<file path="config.mk">
export PLATFORM = sky130hd
export DESIGN_NAME = line_raster_stage
export DESIGN_NICKNAME = d
export VERILOG_FILES = /design/src/rtl/line_raster_stage.sv
export SDC_FILE = /design/constraint.sdc
export NUM_CORES = 1
export LEC_CHECK = 0
export BUFFER_PORTS_ARGS = -buffer_cell sky130_fd_sc_hd__clkbuf_2
export CORE_MARGIN = 2
export CORE_UTILIZATION = 54
export DETAILED_ROUTE_END_ITERATION = 7
export HOLD_SLACK_MARGIN = 0.05
export PLACE_DENSITY = 0.77
export SLEW_MARGIN = 20
export SYNTH_ARGS = -nofsm -noshare
export SYNTH_HDL_FRONTEND = slang
export SYNTH_SLANG_ARGS = --single-unit
</file>
<file path="constraint.sdc">
create_clock -name clk -period 9.8 [get_ports clk]
set_clock_uncertainty 0.1 [all_clocks]
set_input_delay 0.98 -clock clk [delete_from_list [all_inputs] [get_ports clk]]
set_output_delay 0.98 -clock clk [all_outputs]
set_load 0.1 [all_outputs]
</file>
<file path="src/rtl/line_raster_stage.sv">
// Pairs rounded Q-format vertices into segments and walks them with integer Bresenham, clipping to the screen.
// Optional build macro LINE_STRIP_EN: adds strip_break and chains segments end-to-start.
module line_raster_stage #(
  parameter int DATA_WIDTH  = 16,
  parameter int FRAC_BITS   = 8,
  parameter int SCREEN_W    = 128,
  parameter int SCREEN_H    = 128,
  parameter int COORD_WIDTH = 7
) (
  input  logic                  clk,
  input  logic                  rst,
  input  logic                  pt_valid,
  output logic                  pt_ready,
  input  logic [DATA_WIDTH-1:0] pt_x,
  input  logic [DATA_WIDTH-1:0] pt_y,
`ifdef LINE_STRIP_EN
  input  logic                  strip_break,
`endif
  output logic                  pix_valid,
  input  logic                  pix_ready,
  output logic [COORD_WIDTH-1:0] pix_x,
  output logic [COORD_WIDTH-1:0] pix_y,
  output logic                  busy,
  output logic                  line_done
);

  localparam int IW = DATA_WIDTH - FRAC_BITS + 1;
  localparam int EW = IW + 3;
  typedef logic signed [EW-1:0] coord_t;

  typedef enum logic [2:0] {IDLE, WAIT_P1, SETUP, DRAW, DONE} state_t;

  state_t state_q, state_d;
  coord_t x0_q, y0_q, x1_q, y1_q, cx_q, cy_q, dx_q, dy_q, err_q, sx_q, sy_q;
  coord_t x0_d, y0_d, x1_d, y1_d, cx_d, cy_d, dx_d, dy_d, err_d, sx_d, sy_d;

  // Round half up, then widen so segment deltas and doubled error never overflow.
  function automatic coord_t round_q(input logic [DATA_WIDTH-1:0] v);
    logic signed [DATA_WIDTH:0] t;
    t = $signed({v[DATA_WIDTH-1], v}) + $signed((DATA_WIDTH+1)'(1 << (FRAC_BITS-1)));
    return {{(EW-IW){t[DATA_WIDTH]}}, t[DATA_WIDTH:FRAC_BITS]};
  endfunction

  function automatic coord_t sign_of(input coord_t d);
    if (d > 0)      return coord_t'(1);
    else if (d < 0) return coord_t'(-1);
    else            return coord_t'(0);
  endfunction

  function automatic coord_t abs_of(input coord_t d);
    return (d < 0) ? -d : d;
  endfunction

  coord_t                ddx, ddy, adx, ady, err_nx;
  logic signed [EW:0]    e2;
  logic                  in_bounds, xfer, advance, at_end;

  assign ddx       = x1_q - x0_q;
  assign ddy       = y1_q - y0_q;
  assign adx       = abs_of(ddx);
  assign ady       = abs_of(ddy);
  assign e2        = $signed({err_q, 1'b0});
  assign in_bounds = (cx_q >= 0) && (cx_q < coord_t'(SCREEN_W)) &&
                     (cy_q >= 0) && (cy_q < coord_t'(SCREEN_H));
  assign xfer      = pt_valid && pt_ready;
  assign advance   = !in_bounds || pix_ready;
  assign at_end    = (cx_q == x1_q) && (cy_q == y1_q);

  assign pt_ready  = (state_q == IDLE) || (state_q == WAIT_P1);
  assign busy      = (state_q == SETUP) || (state_q == DRAW);
  assign line_done = (state_q == DONE);
  assign pix_valid = (state_q == DRAW) && in_bounds;
  assign pix_x     = pix_valid ? cx_q[COORD_WIDTH-1:0] : '0;
  assign pix_y     = pix_valid ? cy_q[COORD_WIDTH-1:0] : '0;

  always_comb begin
    state_d = state_q;
    x0_d = x0_q;  y0_d = y0_q;  x1_d = x1_q;  y1_d = y1_q;
    cx_d = cx_q;  cy_d = cy_q;  dx_d = dx_q;  dy_d = dy_q;
    sx_d = sx_q;  sy_d = sy_q;  err_d = err_q;
    err_nx = err_q;
    unique case (state_q)
      IDLE: if (xfer) begin
        x0_d    = round_q(pt_x);
        y0_d    = round_q(pt_y);
        state_d = WAIT_P1;
      end
      WAIT_P1: if (xfer) begin
`ifdef LINE_STRIP_EN
        if (strip_break) begin
          x0_d = round_q(pt_x);
          y0_d = round_q(pt_y);
        end else begin
          x1_d    = round_q(pt_x);
          y1_d    = round_q(pt_y);
          state_d = SETUP;
        end
`else
        x1_d    = round_q(pt_x);
        y1_d    = round_q(pt_y);
        state_d = SETUP;
`endif
      end
      SETUP: begin
        dx_d    = adx;
        dy_d    = -ady;
        sx_d    = sign_of(ddx);
        sy_d    = sign_of(ddy);
        err_d   = adx - ady;
        cx_d    = x0_q;
        cy_d    = y0_q;
        state_d = DRAW;
      end
      DRAW: if (advance) begin
        if (at_end) begin
          state_d = DONE;
        end else begin
          // Both axis decisions use the error from before this step.
          if (e2 >= dy_q) begin
            err_nx = err_nx + dy_q;
            cx_d   = cx_q + sx_q;
          end
          if (e2 <= dx_q) begin
            err_nx = err_nx + dx_q;
            cy_d   = cy_q + sy_q;
          end
          err_d = err_nx;
        end
      end
      DONE: begin
`ifdef LINE_STRIP_EN
        x0_d    = x1_q;
        y0_d    = y1_q;
        state_d = WAIT_P1;
`else
        state_d = IDLE;
`endif
      end
      default: state_d = IDLE;
    endcase
  end

  always_ff @(posedge clk) begin
    if (rst) state_q <= IDLE;
    else     state_q <= state_d;
  end

  always_ff @(posedge clk) begin
    x0_q  <= x0_d;  y0_q <= y0_d;  x1_q <= x1_d;  y1_q <= y1_d;
    cx_q  <= cx_d;  cy_q <= cy_d;  dx_q <= dx_d;  dy_q <= dy_d;
    sx_q  <= sx_d;  sy_q <= sy_d;  err_q <= err_d;
  end

endmodule

</file>
== Word-level counts from Yosys, hierarchy flattened ==
Index checks and enable logic that the tools add are counted.

* Register bits after elaboration: 123
* Bits of input ports: 36
* Logic and storage cells: 92

* Add/sub/neg operators: 12
* $lt $le $gt $ge: 10
* Equality and inequality tests: 13
* Muxes and demuxes: 27
* Reduce and logical (&&, ||, !) cells: 18

{| class="wikitable"
|+ Operator list
! operator !! count
|-
| 2-to-1 mux 12 bit || 17
|-
| one-hot mux 12 bit (2 select lines) || 3
|-
| adder 12 bit || 4
|-
| adder 16 x 9 -> 17 bit (second input constant) || 2
|-
| == test 12 x 9 -> 1 bit || 2
|-
| greater-or-equal comparator 12 x 1 -> 1 bit (second input constant) || 2
|-
| < comparator 12 x 9 -> 1 bit (second input constant) || 2
|-
| negation 10 -> 12 bit || 2
|-
| greater-than comparator 10 x 1 -> 1 bit (second input constant) || 2
|-
| < comparator 10 x 1 -> 1 bit (second input constant) || 2
|-
| subtractor 9 x 9 -> 10 bit || 2
|-
| 2-to-1 mux 7 bit || 2
|-
| greater-or-equal comparator 13 x 12 -> 1 bit || 1
|-
| <= comparator 13 x 12 -> 1 bit || 1
|-
| 2-to-1 mux 3 bit || 4
|-
| negation 12 bit || 1
|-
| one-hot mux 3 bit (4 select lines) || 1
|-
| AND reduction 4 bit || 3
|-
| subtractor 12 bit || 1
|-
| inequality test 2 bit (second input constant) || 5
|-
| == test 3 x 2 -> 1 bit (second input constant) || 2
|-
| logical AND 1 bit || 6
|-
| inequality test 2 x 1 -> 1 bit (second input constant) || 2
|-
| AND reduction 2 bit || 2
|-
| other kinds (7) || 9
|}

== Logic depth before layout (Yosys ltp) ==
* Depth in word-level cells: 13
* Depth in mapped cells: 22
* Mapped depth without buffers: 21

== Worst setup path after synthesis ==
OpenSTA, ideal clock, no wires.

* Kind: register to register
* From: register err_q[7]
* To: register err_q[11] (data pin)
* Library setup time: 268 ps
* Arrival time: 4124 ps
* Required time: 9432 ps
* Setup slack: 5309 ps
* Cell stages (with the launch flop): 21
* Buffers on the path: 1
* Period minus slack after synthesis: 4491 ps
* Path through: edfxtp_1 ha_1 a21o_1 a21o_1 a2111oi_0 a21boi_0 nor2_1 clkbuf_1 nand2_1 o21ai_0 ha_1 a21o_1 a21oi_1 o21ai_0 o2111ai_1 o22ai_1 o41ai_1 xnor2_1 a211o_1 nand3_1 o211ai_1

* Word-level cells in the longest chain between the ends: 10
* Elaborated cells between the ends (all ways): 12
* Those cells by class: add/sub: 2; order compare: 2; mux: 8

{| class="wikitable"
|+ Ends and longest elaborated chain
! what !! line !! RTL
|-
| start, declared || 34 || <nowiki>coord_t x0_q, y0_q, x1_q, y1_q, cx_q, cy_q, dx_q, dy_q, err_q, sx_q, sy_q;</nowiki>
|-
| start signal, assigned || 151 || <nowiki>sx_q <= sx_d; sy_q <= sy_d; err_q <= err_d;</nowiki>
|-
| adder 12 bit or greater-or-equal comparator 13 x 12 -> 1 bit (tied branches) || 120, 119 ||
|-
| 2-to-1 mux 12 bit || 119 || <nowiki>if (e2 >= dy_q) begin</nowiki>
|-
| 2-to-1 mux 12 bit || 115 || <nowiki>if (at_end) begin</nowiki>
|-
| 2-to-1 mux 12 bit || 114 || <nowiki>DRAW: if (advance) begin</nowiki>
|-
| 2-to-1 mux 12 bit || 82 || <nowiki>unique case (state_q)</nowiki>
|-
| adder 12 bit || 124 || <nowiki>err_nx = err_nx + dx_q;</nowiki>
|-
| 2-to-1 mux 12 bit (*) || 123 || <nowiki>if (e2 <= dx_q) begin</nowiki>
|-
| 2-to-1 mux 12 bit (*) || 115 ||
|-
| 2-to-1 mux 12 bit (*) || 114 ||
|-
| one-hot mux 12 bit (2 select lines) (*) || 82 ||
|-
| via err_d[11] || 35 || <nowiki>coord_t x0_d, y0_d, x1_d, y1_d, cx_d, cy_d, dx_d, dy_d, err_d, sx_d, sy_d;</nowiki>
|}

Mark *: on every way through the listed nets, which the timed path passes. The rest lies on a longest branch. The select of a mux whose other input is x is not followed.
A chain may end at the register's enable or synchronous reset.

== Worst setup path after layout ==
* From: register x1_q[3]
* To: register err_q[10] (data pin)

* Word-level cells in the longest chain between the ends: 5
* Elaborated cells between the ends (all ways): 6
* Those cells by class: add/sub: 3; order compare: 1; mux: 2

{| class="wikitable"
|+ Ends and longest elaborated chain
! what !! line !! RTL
|-
| start, declared || 34 ||
|-
| start signal, assigned || 149 || <nowiki>x0_q <= x0_d; y0_q <= y0_d; x1_q <= x1_d; y1_q <= y1_d;</nowiki>
|-
| subtractor 9 x 9 -> 10 bit || 58 || <nowiki>assign ddx = x1_q - x0_q;</nowiki>
|-
| < comparator 10 x 1 -> 1 bit || 51 || <nowiki>return (d < 0) ? -d : d;</nowiki>
|-
| 2-to-1 mux 12 bit || 51 ||
|-
| via adx[1] || 54 || <nowiki>coord_t ddx, ddy, adx, ady, err_nx;</nowiki>
|-
| subtractor 12 bit || 109 || <nowiki>err_d = adx - ady;</nowiki>
|-
| one-hot mux 12 bit (2 select lines) || 82 ||
|-
| via err_d[10] || 35 ||
|}

The timed path passes the listed nets, and every way through them passes these cells.

==> impl_metrics.tcl <==
set metrics [dict create \
    finalSetupViolCount 0 \
    r2r_end "err_q[10]" \
    cts-hold-fix-buffers 0 \
    place.gp.congestion 0.897 \
    syn_inst 914 \
    yosys_warnings 0 \
    cp-start-kind "flop" \
    post_cts_buffers 0 \
    r2r_start "x1_q[3]" \
    report.final.slew_viol_count 0 \
    synthFlopType "edfxtp_1" \
    grt-ovfl-total 0 \
    hold_violations 0 \
    drt_iter0_drc 393 \
    syn_to_final_growth_pct 9.51 \
    fin_total_pwr_uw 2150 \
    crit_path_end_kind "flop" \
    grt_max_degree 47 \
    tns_ns 0 \
    relSlewSlack 0.349 \
    cp_top_family "compound AO/OA/AOI/OAI gates" \
    critPathMostFrequentCell "a21oi_1" \
    ys_seq_area_frac 0.356 \
    worst_hold_path.num_cells 2 \
    worst_slack_ns 4.62 \
    core_mm2 0.0157 \
    first_global_vias 6607 \
    antenna_cells 0 \
    nNetsFinal 1104 \
    clkLatencyLatePin_ns 0.35 \
    hpwlAfterDp_mm 14.6 \
    final_cell_area_mm2 0.00942 \
    path_cells "ha_1 > o21ai_0 > a21oi_1 > o211ai_1 > a32oi_1 > inv_1 > o21ai_0 > inv_1 > fa_1 > nand2b_1 > a21oi_1 > o21ai_0 > a21oi_1 > or2_2 > a21oi_1 > maj3_2 > o21ai_2 > xnor2_1 > mux2i_1" \
    vias_per_cell 5.61 \
    synth_cell_types 72 \
    r2r_cells 19 \
    fillCellCount 1334 \
    antenna_found_initial 0 \
    rrSetupSlack_ns 4.62 \
    rsz0062_at_grt "no" \
    cp.arrival_ns 5.16 \
    rows 46 \
    die_area_mm2 0.0170 \
    cts_tree "built" \
    crit_buf_inv 2 \
    h-tree-depth 3 \
    p_leak_uw 0.00409 \
    ant_nets 0 \
    cts_buffers 9 \
    grt_pass1_wl_mm 31.1 \
    finalCritPeriodShare 0.529 \
    finalCriticalPeriod_ns 5.18 \
    async_flop_share 0 \
    outcome "completed" \
    final_common_cell "ha_1" \
    p_per_area_mw_per_mm2 228 \
    cts.reportedPaths.clkPinSlew_ns 0.07 \
    synth_area_leader_cell "edfxtp_1" \
    dp_cells 1164 \
    path_class "reg -> reg" \
    synth_enable_flop_cells 100 \
    clock-sinks 103 \
    clock_path_buffers 2 \
    synth_area_mm2 0.00861 \
    dpl_cell_area_mm2 0.00909 \
    slowest_stage "a32oi_1" \
    fp.dieH_um 130 \
    synthTopCellsByArea "edfxtp_1 35%, ha_1 15%, xnor2_1 6.1%" \
    postRouteWirelength_mm 18.8 \
    final_cell_mix "102 x ha_1, 100 x edfxtp_1, 94 x inv_1" \
    io_buffers 39 \
    hp-class "reg -> reg" \
    maxClockFrequency_mhz 193 \
    synth_top_area_share 0.349 \
    crit_fanout 10 \
    drtPass1Iterations 5 \
    cap_violations 0 \
    boundaryPins 54 \
    finalNonFillerCells 1180 \
    vias 6615 \
    worst_hold_path.endpoint "cy_q[1]" \
    cts_root_buf "clkbuf_16" \
    hp-start "y0_q[1]" \
    ctsResizeCount 0 \
    vdd_drop_max_mv 0.102 \
    drcViolationCount 0 \
    drive_above_1_share 0.0902 \
    initial_core_util 0.548 \
    avgSynthCellArea_um2 9.42 \
    die_w_um 130 \
    tightest_slew_ns 0.976 \
    ys_ff_latch 103 \
    grt_use_total 0.234 \
    place_ws_ns 4.71 \
    max_stage_delay_ns 0.67 \
    wl_per_cell_um 15.9 \
    cp_data_required_time_ns 9.78 \
]
==> synth_stat cells (17+ instances only) <==
cell type,n
xor2_1,40
nand2_1,64
nand3_1,20
edfxtp_1,100
a21oi_1,53
nor2_1,60
ha_1,102
and2_1,19
inv_1,94
xnor2_1,60
a21o_1,17
o21ai_0,61
==> metrics by stage <==
| step | hold slack (ns) | utilization |
|---|---|---|
| 2_1_floorplan | 0.421 | - |
| 3_3_place_gp | 0.435 | 0.578 |
| 3_5_place_dp | 0.446 | 0.578 |
| 4_1_cts | 0.463 | 0.600 |
| 5_1_grt | 0.494 | 0.600 |
| 6_report | 0.470 | 0.600 |
==> how the worst max path moves through the flow <==
stage                     depth (start not counted)   endpoint  startpoint
after floorplan                                  20  err_q[11]    err_q[7]
after global placement                           19  err_q[10]     x1_q[3]
after detailed placement                         19  err_q[10]     x1_q[3]
after CTS                                        19  err_q[10]     x1_q[3]
after global routing                             19  err_q[10]     x1_q[2]
final                                            19  err_q[10]     x1_q[3]
==> worst min-delay path: cells and delay by family (launching register included) <==
kind            cells  cell delay, ns
compound gates      1            0.07
flops               1            0.35
simple gates        1            0.05
==> area by class of cell <==
cell class,count,area [um^2],area share
multi-input combinational,702,5140,0.545
inverter,95,357,0.0378
sequential,103,3060,0.325
tap,216,270,0.0287
clock inverter,4,77.6,0.00823
timing repair buffer,48,263,0.0279
clock buffer,12,256,0.0272
==> sequential cells by signal, indices dropped and copies added (netlist names) <==
name and cells:
cx_q 12, cy_q 12, dx_q 12, dy_q 12, err_q 12, state_q 3
sx_q 2, sy_q 2, x0_q 9, x1_q 9, y0_q 9, y1_q 9
==> cell families after synthesis <==
group                    synth area share
AO/OA/AOI/OAI                       0.154
XOR/XNOR                            0.106
adder cells (fa/ha/maj)             0.166
buffers and inverters              0.0503
flip-flops                          0.356
multiplexers                       0.0142
other                            0.000873
AND/OR/NAND/NOR                     0.154
==> layer usage <==
layer	track usage	wire, um	vias up
met5	0	0	-
met4	0.0734	452	0
met3	0.0308	666	28
met2	0.411	9090	134
met1	0.300	8590	3089
li1	-	-	3364
==> power by group <==
group	internal [uW]	switching, uW
Sequential	580	54.0
Combinational	479	632
Clock	239	162
Total	1300	848
Note: power is estimated with default switching activity, not from simulation.
